**config.mk**
```make
export PLATFORM = sky130hd
export DESIGN_NAME = uart_tx
export DESIGN_NICKNAME = d
export VERILOG_FILES = /design/src/rtl/uart_tx.sv
export SDC_FILE = /design/constraint.sdc
export NUM_CORES = 1
export LEC_CHECK = 0
export ABC_CLOCK_PERIOD_IN_PS = 1750
export CAP_MARGIN = 0
export CELL_PAD_IN_SITES_DETAIL_PLACEMENT = 0
export CELL_PAD_IN_SITES_GLOBAL_PLACEMENT = 1
export CORE_MARGIN = 2
export CORE_UTILIZATION = 42
export CTS_BUF_LIST = sky130_fd_sc_hd__clkbuf_2
export CTS_CLUSTER_DIAMETER = 50
export DETAILED_ROUTE_END_ITERATION = 12
export PLACE_DENSITY_LB_ADDON = 0.08
export SYNTH_ARGS = -nofsm -noshare
export SYNTH_HDL_FRONTEND = slang
export SYNTH_SLANG_ARGS = --single-unit
```
**constraint.sdc**
```tcl
create_clock -name clk -period 1.75 [get_ports clk]
set_input_delay 0.175 -clock clk [delete_from_list [all_inputs] [get_ports clk]]
set_output_delay 0.175 -clock clk [all_outputs]
set_load 0.1 [all_outputs]
```
**src/rtl/uart_tx.sv**
```systemverilog
// UART transmitter with a one-word holding register: start bit, LSB-first data, optional parity, stop period.
// The first start bit leaves one clk after the accept. While the holding register is full, requests are dropped.
module uart_tx #(
   parameter int D_BITS     = 8,
   parameter int S_TICKS    = 16,
   parameter int SB_TICKS   = 16,
   parameter int PARITY_EN  = 0,
   parameter int PARITY_ODD = 0
) (
   input  logic              clk,
   input  logic              reset_n,
   input  logic              tick,
   input  logic              tx_start,
   input  logic [D_BITS-1:0] din,
   output logic              in_ready,
   output logic              tx,
   output logic              tx_busy,
   output logic              tx_done
);

   localparam int MAX_T = (S_TICKS > SB_TICKS) ? S_TICKS : SB_TICKS;
   localparam int SW    = $clog2(MAX_T);
   localparam int NW    = $clog2(D_BITS);

   localparam logic [SW-1:0] S_LAST  = SW'(S_TICKS - 1);
   localparam logic [SW-1:0] SB_LAST = SW'(SB_TICKS - 1);
   localparam logic [NW-1:0] N_LAST  = NW'(D_BITS - 1);

   typedef enum logic [2:0] {IDLE, START, DATA, PARITY, STOP} state_t;

   state_t            state, state_nx;
   logic [SW-1:0]     s, s_nx;
   logic [NW-1:0]     n, n_nx;
   logic [D_BITS-1:0] shift, shift_nx;
   logic              par, par_nx;
   logic              tx_nx;
   logic              done_nx;
   logic [D_BITS-1:0] hold;
   logic              hold_valid;
   logic              drain;

   always_ff @(posedge clk or negedge reset_n) begin
      if (!reset_n) begin
         state      <= IDLE;
         s          <= '0;
         n          <= '0;
         shift      <= '0;
         par        <= 1'b0;
         tx         <= 1'b1;
         tx_done    <= 1'b0;
         hold       <= '0;
         hold_valid <= 1'b0;
      end else begin
         state   <= state_nx;
         s       <= s_nx;
         n       <= n_nx;
         shift   <= shift_nx;
         par     <= par_nx;
         tx      <= tx_nx;
         tx_done <= done_nx;
         // Accept needs an empty hold and drain needs a full one, so they never coincide.
         if (tx_start && !hold_valid) begin
            hold       <= din;
            hold_valid <= 1'b1;
         end else if (drain) begin
            hold_valid <= 1'b0;
         end
      end
   end

   always_comb begin
      state_nx = state;
      s_nx     = s;
      n_nx     = n;
      shift_nx = shift;
      par_nx   = par;
      tx_nx    = tx;
      done_nx  = 1'b0;
      drain    = 1'b0;
      case (state)
         IDLE: begin
            if (hold_valid) begin
               drain    = 1'b1;
               shift_nx = hold;
               par_nx   = (^hold) ^ (PARITY_ODD != 0);
               s_nx     = '0;
               state_nx = START;
               tx_nx    = 1'b0;
            end
         end
         START: begin
            if (tick) begin
               if (s == S_LAST) begin
                  s_nx     = '0;
                  n_nx     = '0;
                  state_nx = DATA;
                  tx_nx    = shift[0];
               end else begin
                  s_nx = s + 1'b1;
               end
            end
         end
         DATA: begin
            if (tick) begin
               if (s == S_LAST) begin
                  s_nx     = '0;
                  shift_nx = shift >> 1;
                  if (n == N_LAST) begin
                     if (PARITY_EN != 0) begin
                        state_nx = PARITY;
                        tx_nx    = par;
                     end else begin
                        state_nx = STOP;
                        tx_nx    = 1'b1;
                     end
                  end else begin
                     n_nx  = n + 1'b1;
                     tx_nx = shift[1];
                  end
               end else begin
                  s_nx = s + 1'b1;
               end
            end
         end
         PARITY: begin
            if (tick) begin
               if (s == S_LAST) begin
                  s_nx     = '0;
                  state_nx = STOP;
                  tx_nx    = 1'b1;
               end else begin
                  s_nx = s + 1'b1;
               end
            end
         end
         STOP: begin
            if (tick) begin
               if (s == SB_LAST) begin
                  done_nx = 1'b1;
                  s_nx    = '0;
                  // A queued word starts straight away so frames run with no idle gap.
                  if (hold_valid) begin
                     drain    = 1'b1;
                     shift_nx = hold;
                     par_nx   = (^hold) ^ (PARITY_ODD != 0);
                     state_nx = START;
                     tx_nx    = 1'b0;
                  end else begin
                     state_nx = IDLE;
                  end
               end else begin
                  s_nx = s + 1'b1;
               end
            end
         end
         default: state_nx = IDLE;
      endcase
   end

   assign in_ready = ~hold_valid;
   assign tx_busy  = (state != IDLE);

endmodule
```
## Yosys cells after proc, flatten, opt, wreduce, memory -nomap -nowiden

Index checks and enable logic that the tools add are counted.
Widths: inputs -> output; s select.

| storage, ports and cells | value |
|---|---|
| register bits | 29 |
| bits of input ports | 12 |
| output and inout port bits | 4 |
| word-level logic and storage cells | 92 |

| cells by class | value |
|---|---|
| $add $sub $neg | 2 |
| eq/ne operators | 18 |
| multiplexer cells | 48 |
| bitwise operators | 1 |
| reduce and logical (&&, ||, !) cells | 15 |

Operator list:

| kind | count |
|---|---|
| $mux 3 | 15 |
| $mux 8 | 5 |
| $pmux 8 s3 | 1 |
| $ne 2x2->1 const B | 11 |
| $mux 1 | 19 |
| $pmux 3 s5 | 1 |
| $mux 4 | 3 |
| $reduce_and 10->1 | 1 |
| $reduce_and 9->1 | 1 |
| $pmux 4 s2 | 1 |
| $eq 3x2->1 const B | 2 |
| $eq 3x3->1 const B | 2 |
| $pmux 3 s2 | 1 |
| $reduce_and 6->1 | 1 |
| $reduce_bool 2->1 | 3 |
| $reduce_bool 3->1 | 2 |
| $pmux 1 s5 | 1 |
| $reduce_and 5->1 | 1 |
| $reduce_bool 5->1 | 1 |
| $add 4x1->4 const B | 1 |
| $eq 4x4->1 const B | 1 |
| $reduce_or 4->1 | 1 |
| $add 3x1->3 const B | 1 |
| $eq 3x1->1 const B | 1 |
| other kinds (7) | 7 |

## Depth between registers and ports, before layout

Gate-level depths: netlist of the first run.

| depth | value |
|---|---|
| depth in word-level cells | 6 |
| depth in mapped cells | 6 |

## Worst setup path before layout of the first run

OpenSTA, ideal clock, no wires.

| path | value |
|---|---|
| path kind | flip-flop to flip-flop |
| start | reg state[2] |
| end | reg s[0] |
| library setup time | 0.110 ns |
| arrival time | 2.118 ns |
| path slack | -0.478 ns |
| cell stages (with the launch flop) | 7 |
| path through | dfrtp_1 -> buf_2 -> or3_1 -> clkbuf_1 -> a21oi_1 -> a311o_1 -> o41ai_1 |

| on the way | value |
|---|---|
| longest elaborated chain between the ends | 4 |
| elaborated cells on any way between the ends | 11 |
| classes of those cells | eq/ne: 6; mux: 1; reduce/logical: 4 |

Ends and longest elaborated chain:

| element | RTL line | RTL |
|---|---|---|
| start, declared | 31 | `state_t state, state_nx;` |
| start signal, assigned | 54 | `state <= state_nx;` |
| $eq 3x3->1 (tied with other cells) | 80 | `case (state)` |
| $reduce_or 4->1 (no source line) | - |  |
| $ne 2x1->1 (no source line) / $reduce_bool 2->1 (equally long branches) | - |  |
| $reduce_and 3->1 (no source line) | - |  |
| end signal, assigned | 55 | `s <= s_nx;` |
| end, declared | 32 | `logic [SW-1:0] s, s_nx;` |

Several ways; a longest one is shown, not always the timed one.
A chain may end at the register's enable or synchronous reset.

## Worst setup path in the final report of the first run

| path | value |
|---|---|
| start | reg state[1] |
| end | out tx_busy |

| on the way | value |
|---|---|
| longest elaborated chain between the ends | 1 |

Ends and longest elaborated chain:

| element | RTL line | RTL |
|---|---|---|
| $reduce_bool 3->1 | 161 | `assign tx_busy = (state != IDLE);` |
| end, declared | 17 | `output logic tx_busy,` |

No other way between the ends.

==> results.cfg, run 1 <==
[pwr]
internal_power_uw = 2090
p_leak_uw = 0.000845
seqPwrFrac = 0.355
combPwrFrac = 0.448
clock_power_share = 0.197
switching_share = 0.347
powerDensity_nw_per_um2 = 1600
p_switching_uw = 1110
peakVddDrop_uv = 1100

[cts]
clockBufferDepth = 2
cts_made_buffers = 5
cts_hold_buf = 0
cts_max_level = 2
cts_tree = done
cts_sinks = 29
worstSkewPairLatency_ns = 0.37
clk_pin_slew_ns = 0.17
clockRootBuffer = clkbuf_2

[global_route]
grt_max_degree = 30
grt_pass1_wl_um = 5660
use_met2 = 0.292
globalRouteTotalUtil = 0.180
grt_pass1_vias = 1208
grt.overflow.total = 0
busiest_layer = met2
antenna_found_initial = 0
met1_usage = 0.228
met3_usage = 0.0423

[synth]
synth_seq_cells = 29
avgSynthCellArea_sq_um = 11.1
ys_warn_count = 0
syn-cell-area_sq_um = 1510
synth_cell_type_count = 40
syn_nets = 150
synth_edf_count = 0
syn_inst = 135
synth_async_sr_flop_share = 1.00
synth_flop_cell = dfrtp_1
synth_seq_area_share = 0.483

[sta]
slew_viol_final = 0
slew_headroom = 0.753
timing.fmax_mhz = 585
hold_ws_ns = 0.156
setup_violations = 0
finalClockSkew_ns = 0.0208
hold_viol = 0
tightest_slew_ns = 0.371
finalCriticalPeriod_ns = 1.71
finalCritPeriodShare = 0.977
rsz0062_at_grt = yes

[place]
dp_hpwl_um = 2180
finalWeightedCongestion = 0.748
portBuffers = 15
numPlacedInstances = 206

[routing]
drc_errors = 0
num_vias = 1139
wl_um = 3060
wire_per_inst_um = 14.1
drtIter0Drc = 59
drtAntennaViolNets = 0
first_pass_iters = 4
via_per_inst = 5.25

[die]
rows = 21
start_util = 0.444
dieArea_sq_um = 4080
core-area_sq_um = 3390
fp.dieW_um = 63.9
io_pins = 16
die_height_um = 63.9

[cells_and_area]
num_antenna_cells = 0
synthToLayoutAreaGrowth_pct = 32.4
fin_cells = 217
drive_above_1_share = 0.409
nNetsFinal = 185
fillCellCount = 302

[critical_path]
start_kind = flop
path_class = flop to output pin
crit_slowest_cell = dfrtp_1
critPathCaptureType = output pin
critical_path_required_ns = 1.57
slowest_delay_ns = 0.43
crit_chain = buf_6 -> or3_4 -> buf_12
reg2reg_depth = 6
cp_max_fo = 10
crit_arrival_ns = 1.53

[status]
status = finished clean

[job]
drv_cap = 0

[hold_path]
hp-class = input pin to async pin
logic make-up after synthesis:
| group | synth area share |
|---|---|
| simple gates | 0.127 |
| compound gates | 0.138 |
| flops | 0.483 |
| mux | 0.185 |
| buf+inv | 0.0416 |
| fa+ha+maj | 0.0249 |
power groups by stage:
stage               logic [uW]  clock network (uW)  registers (uW)
finish                    1430                 630            1130
global route              1570                 681            1180
CTS                       1400                 638            1130
detailed placement        1370                   0            1150
global placement          1340                   0            1140
floorplan                  868                   0            1200
critical path, delay by kind of cell (launching register included):
family / cells / cell delay [ns]
DFF: 1 / 0.43
buffers and inverters: 2 / 0.33
and+or+nand+nor: 1 / 0.41
layer usage:
layer  vias to the layer above  wire (um)
met2                        17       1490
met1                       551       1410
met4                         0         56
met5                         -          0
li1                        564          -
met3                         7        110
layout by cell type (no fill, tap or decap), types with 4 or more instances in the layout:
master and n:
buf_4 22, mux2_2 22, nand2_1 7, a21oi_1 10
dfrtp_1 28, inv_1 4, nor3_1 4, clkbuf_2 5
nor2_1 4, clkdlybuf4s50_1 11, o21ai_0 6
sequential cells by signal (all words and copies together) (netlist names):
register    flops
s               4
tx_done         1
shift           8
hold_valid      1
n               3
hold            8
state           3
tx              1
synth_stat cells, types with 2 or more instances:
cell type | n | area [sq um]
a21oi_1 | 11 | 55.1
a31oi_1 | 2 | 12.5
buf_2 | 2 | 10.0
buf_4 | 2 | 15.0
clkbuf_1 | 6 | 22.5
dfrtp_1 | 28 | 701
ha_1 | 3 | 37.5
inv_1 | 4 | 15.0
mux2_2 | 23 | 259
mux2i_1 | 2 | 20.0
nand2_1 | 7 | 26.3
nand2b_1 | 2 | 12.5
nand4_1 | 3 | 18.8
nor2_1 | 5 | 18.8
nor2b_1 | 2 | 12.5
nor3_1 | 4 | 20.0
o21ai_0 | 6 | 30.0
per-stage QoR:
stage                     area (sq um)  utilization  setup slack (ns)  power, uW  TNS, ns
final                             1990        0.588            0.0405       3200        0
after global routing              1990        0.588           -0.0433       3430   -0.142
after floorplan                   1510            -            0.0529       2070        0
after global placement            1840        0.544            0.0879       2480        0
after CTS                         1950        0.576            0.0135       3170        0
after detailed placement          1840        0.544            0.0859       2510        0
path summary, 6_finish.rpt:
path,startpoint,to,slack [ns]
worst max-delay path,state[1],tx_busy,0.04
worst max register to register,n[0],n[0],0.07
worst min register to register,shift[5],shift[5],0.53
worst min-delay path,reset_n,s[0],0.16
min in group clk,tx_start,hold_valid,0.39
max in group asynchronous,reset_n,tx,1.25
cell type report:
class	count	area (sq um)	area share
Clock inverter	3	65.1	0.0326
Multi-Input combinational cell	92	746	0.374
Sequential cell	29	727	0.365
Inverter	4	15.0	0.00753
Tap cell	46	57.6	0.0289
Clock buffer	5	25.0	0.0126
Timing Repair Buffer	38	358	0.180
timing repair:
item,4_1_cts,5_1_grt
resized for setup,1,8
setup buffers,2,1
pin swaps,1,2
gates cloned,0,0
setup endpoints to repair,1,12
hold endpoints to repair,0,0
Note: power is estimated with default switching activity, not from simulation.
==> run 2: changes to the inputs <==
--- a/config.mk
+++ b/config.mk
@@ -13,7 +13,10 @@
 export CORE_UTILIZATION = 42
 export CTS_BUF_LIST = sky130_fd_sc_hd__clkbuf_2
 export CTS_CLUSTER_DIAMETER = 50
+export CTS_CLUSTER_SIZE = 12
 export DETAILED_ROUTE_END_ITERATION = 12
+export GPL_TIMING_DRIVEN = 0
+export HOLD_SLACK_MARGIN = 0.12
 export PLACE_DENSITY_LB_ADDON = 0.08
 export SYNTH_ARGS = -nofsm -noshare
 export SYNTH_HDL_FRONTEND = slang
==> run 2 against run 1 <==
  * Core utilization fell by 2.1 points
  * Clock skew fell by 0.0044 ns
  * Total power fell by 7.3%
  * Setup slack got worse by 0.0035 ns
  * Combinational power fell by 6%
  * Largest cell class unchanged
==> results.cfg, run 2 (same netlist as run 1, synthesis figures left out) <==
[critical_path]
critical_path_depth = 3
crit_slowest_cell = dfrtp_1
worst-path-buf-inv = 2
crit_arrival_ns = 1.54
timing.rr.start = state[0]
critPathCaptureType = output pin
path_delay_family = flip-flops
crit_chain = buf_6 -> or3_4 -> buf_12
slowest_delay_ns = 0.42
reg2reg_depth = 5
regToRegEndpoint = shift[1]
start_kind = flop
path_class = flop to output pin
cp_max_fo = 10
critical_path_required_ns = 1.57
rrSetupSlack_ns = 0.06
crit_start = state[1]
cp-endpoint = tx_busy

[die]
die_height_um = 63.9
start_util = 0.444
io_pins = 16
rows = 21
core-area_sq_um = 3390
fp.dieW_um = 63.9
dieArea_sq_um = 4080

[global_route]
grt.overflow.total = 0
grt_pass1_wl_um = 5290
globalRouteTotalUtil = 0.171
grt_max_degree = 30
antenna_found_initial = 0
grt_pass1_vias = 1106

[job]
drv_cap = 0

[sta]
tightest_slew_ns = 0.651
slew_headroom = 0.566
fin_tns_setup_ns = 0
rsz0062_at_grt = yes
hold_viol = 0
setup_violations = 0
timing.fmax_mhz = 584
finalCritPeriodShare = 0.979
slew_viol_final = 0
layout_setup_ws_ns = 0.0369
finalClockSkew_ns = 0.0164
finalCriticalPeriod_ns = 1.71

[pwr]
total_power_uw = 2960
peakVddDrop_uv = 870
p_leak_uw = 0.000779
powerDensity_nw_per_um2 = 1540

[cells_and_area]
synthToLayoutAreaGrowth_pct = 27.7
final_cell_mix = dfrtp_1, mux2_2, buf_4, a21oi_1, clkdlybuf4s50_1
final_common_cell = dfrtp_1
fin_cells = 212
final_util = 0.567
nNetsFinal = 181
reg_top3 = hold: 8 flops, shift: 8 flops, s: 4 flops
drive_above_1_share = 0.386
num_antenna_cells = 0

[place]
dp_hpwl_um = 2060
finalWeightedCongestion = 0.790
dp_slack_ns = -0.438
portBuffers = 15
numPlacedInstances = 196

[cts]
clockRootBuffer = clkbuf_2
clk_pin_slew_ns = 0.16
cts_made_buffers = 5
cts_sinks = 29
worstSkewPairLatency_ns = 0.36
cts_tree = done
clockBufferDepth = 2
cts_max_level = 2

[hold_path]
hp-class = input pin to async pin

[routing]
drtAntennaViolNets = 0
drtIter0Drc = 99
via_per_inst = 5.42
first_pass_iters = 4
wire_per_inst_um = 14.9
wl_um = 3150
drc_errors = 0
num_vias = 1150

[status]
status = finished clean
run 2: cell count changes in the layout (fill, tap and decap cells not counted), moves of 2 or more:
cell             before  now
buf_12                3    1
buf_4                22   12
clkbuf_1              0    3
clkbuf_2              5    7
clkdlybuf4s15_2       0    2
nor2_2                2    0
nor2_4                0    2
run 2: timing repair:
action	CTS	global route
gates resized for setup	25	12
buffers inserted	3	7
endpoints found under the hold margin	0	28
setup endpoints to repair	14	12
hold buffers	0	1
pin swaps	2	5
run 2: worst min path at each step:
stage                    end  slack, ns  cells past startpoint
detailed placement  shift[4]       0.49                      1
CTS                  hold[4]       0.39                      2
global placement     hold[3]       0.49                      1
finish               hold[5]       0.35                      2
global route         hold[1]       0.38                      2
floorplan            hold[0]      -0.12                      0
run 2: final cells by class:
type                            count  area [sq um]
Sequential cell                    29           728
Tap cell                           46          57.6
Clock buffer                        5          25.0
Multi-Input combinational cell     92           769
Timing Repair Buffer               26           238
Buffer                              8          53.8
Inverter                            4          15.0
Fill cell                         301          1470
Clock inverter                      2          35.0
run 2: metal layers:
metal / global-route usage / share of wire / vias to the layer above
met4: 0.0652 / 0.015 / 0
li1: - / - / 553
met2: 0.263 / 0.48 / 19
met3: 0.0475 / 0.034 / 5
met5: 0 / 0 / -
met1: 0.230 / 0.47 / 573
run 2: report_power, final:
group / internal, uW / leakage [uW] / switching [uW]
registers: 962 / 0.000339 / 194
logic: 673 / 0.000401 / 670
clock network: 232 / 0.0000388 / 229
total: 1870 / 0.000779 / 1090
run 2: through the flow:
stage / area (sq um) / hold WS [ns]
6_report: 1920 / 0.347
3_3_place_gp: 1720 / 0.486
3_5_place_dp: 1720 / 0.492
2_1_floorplan: 1510 / -0.121
4_1_cts: 1840 / 0.388
5_1_grt: 1920 / 0.382
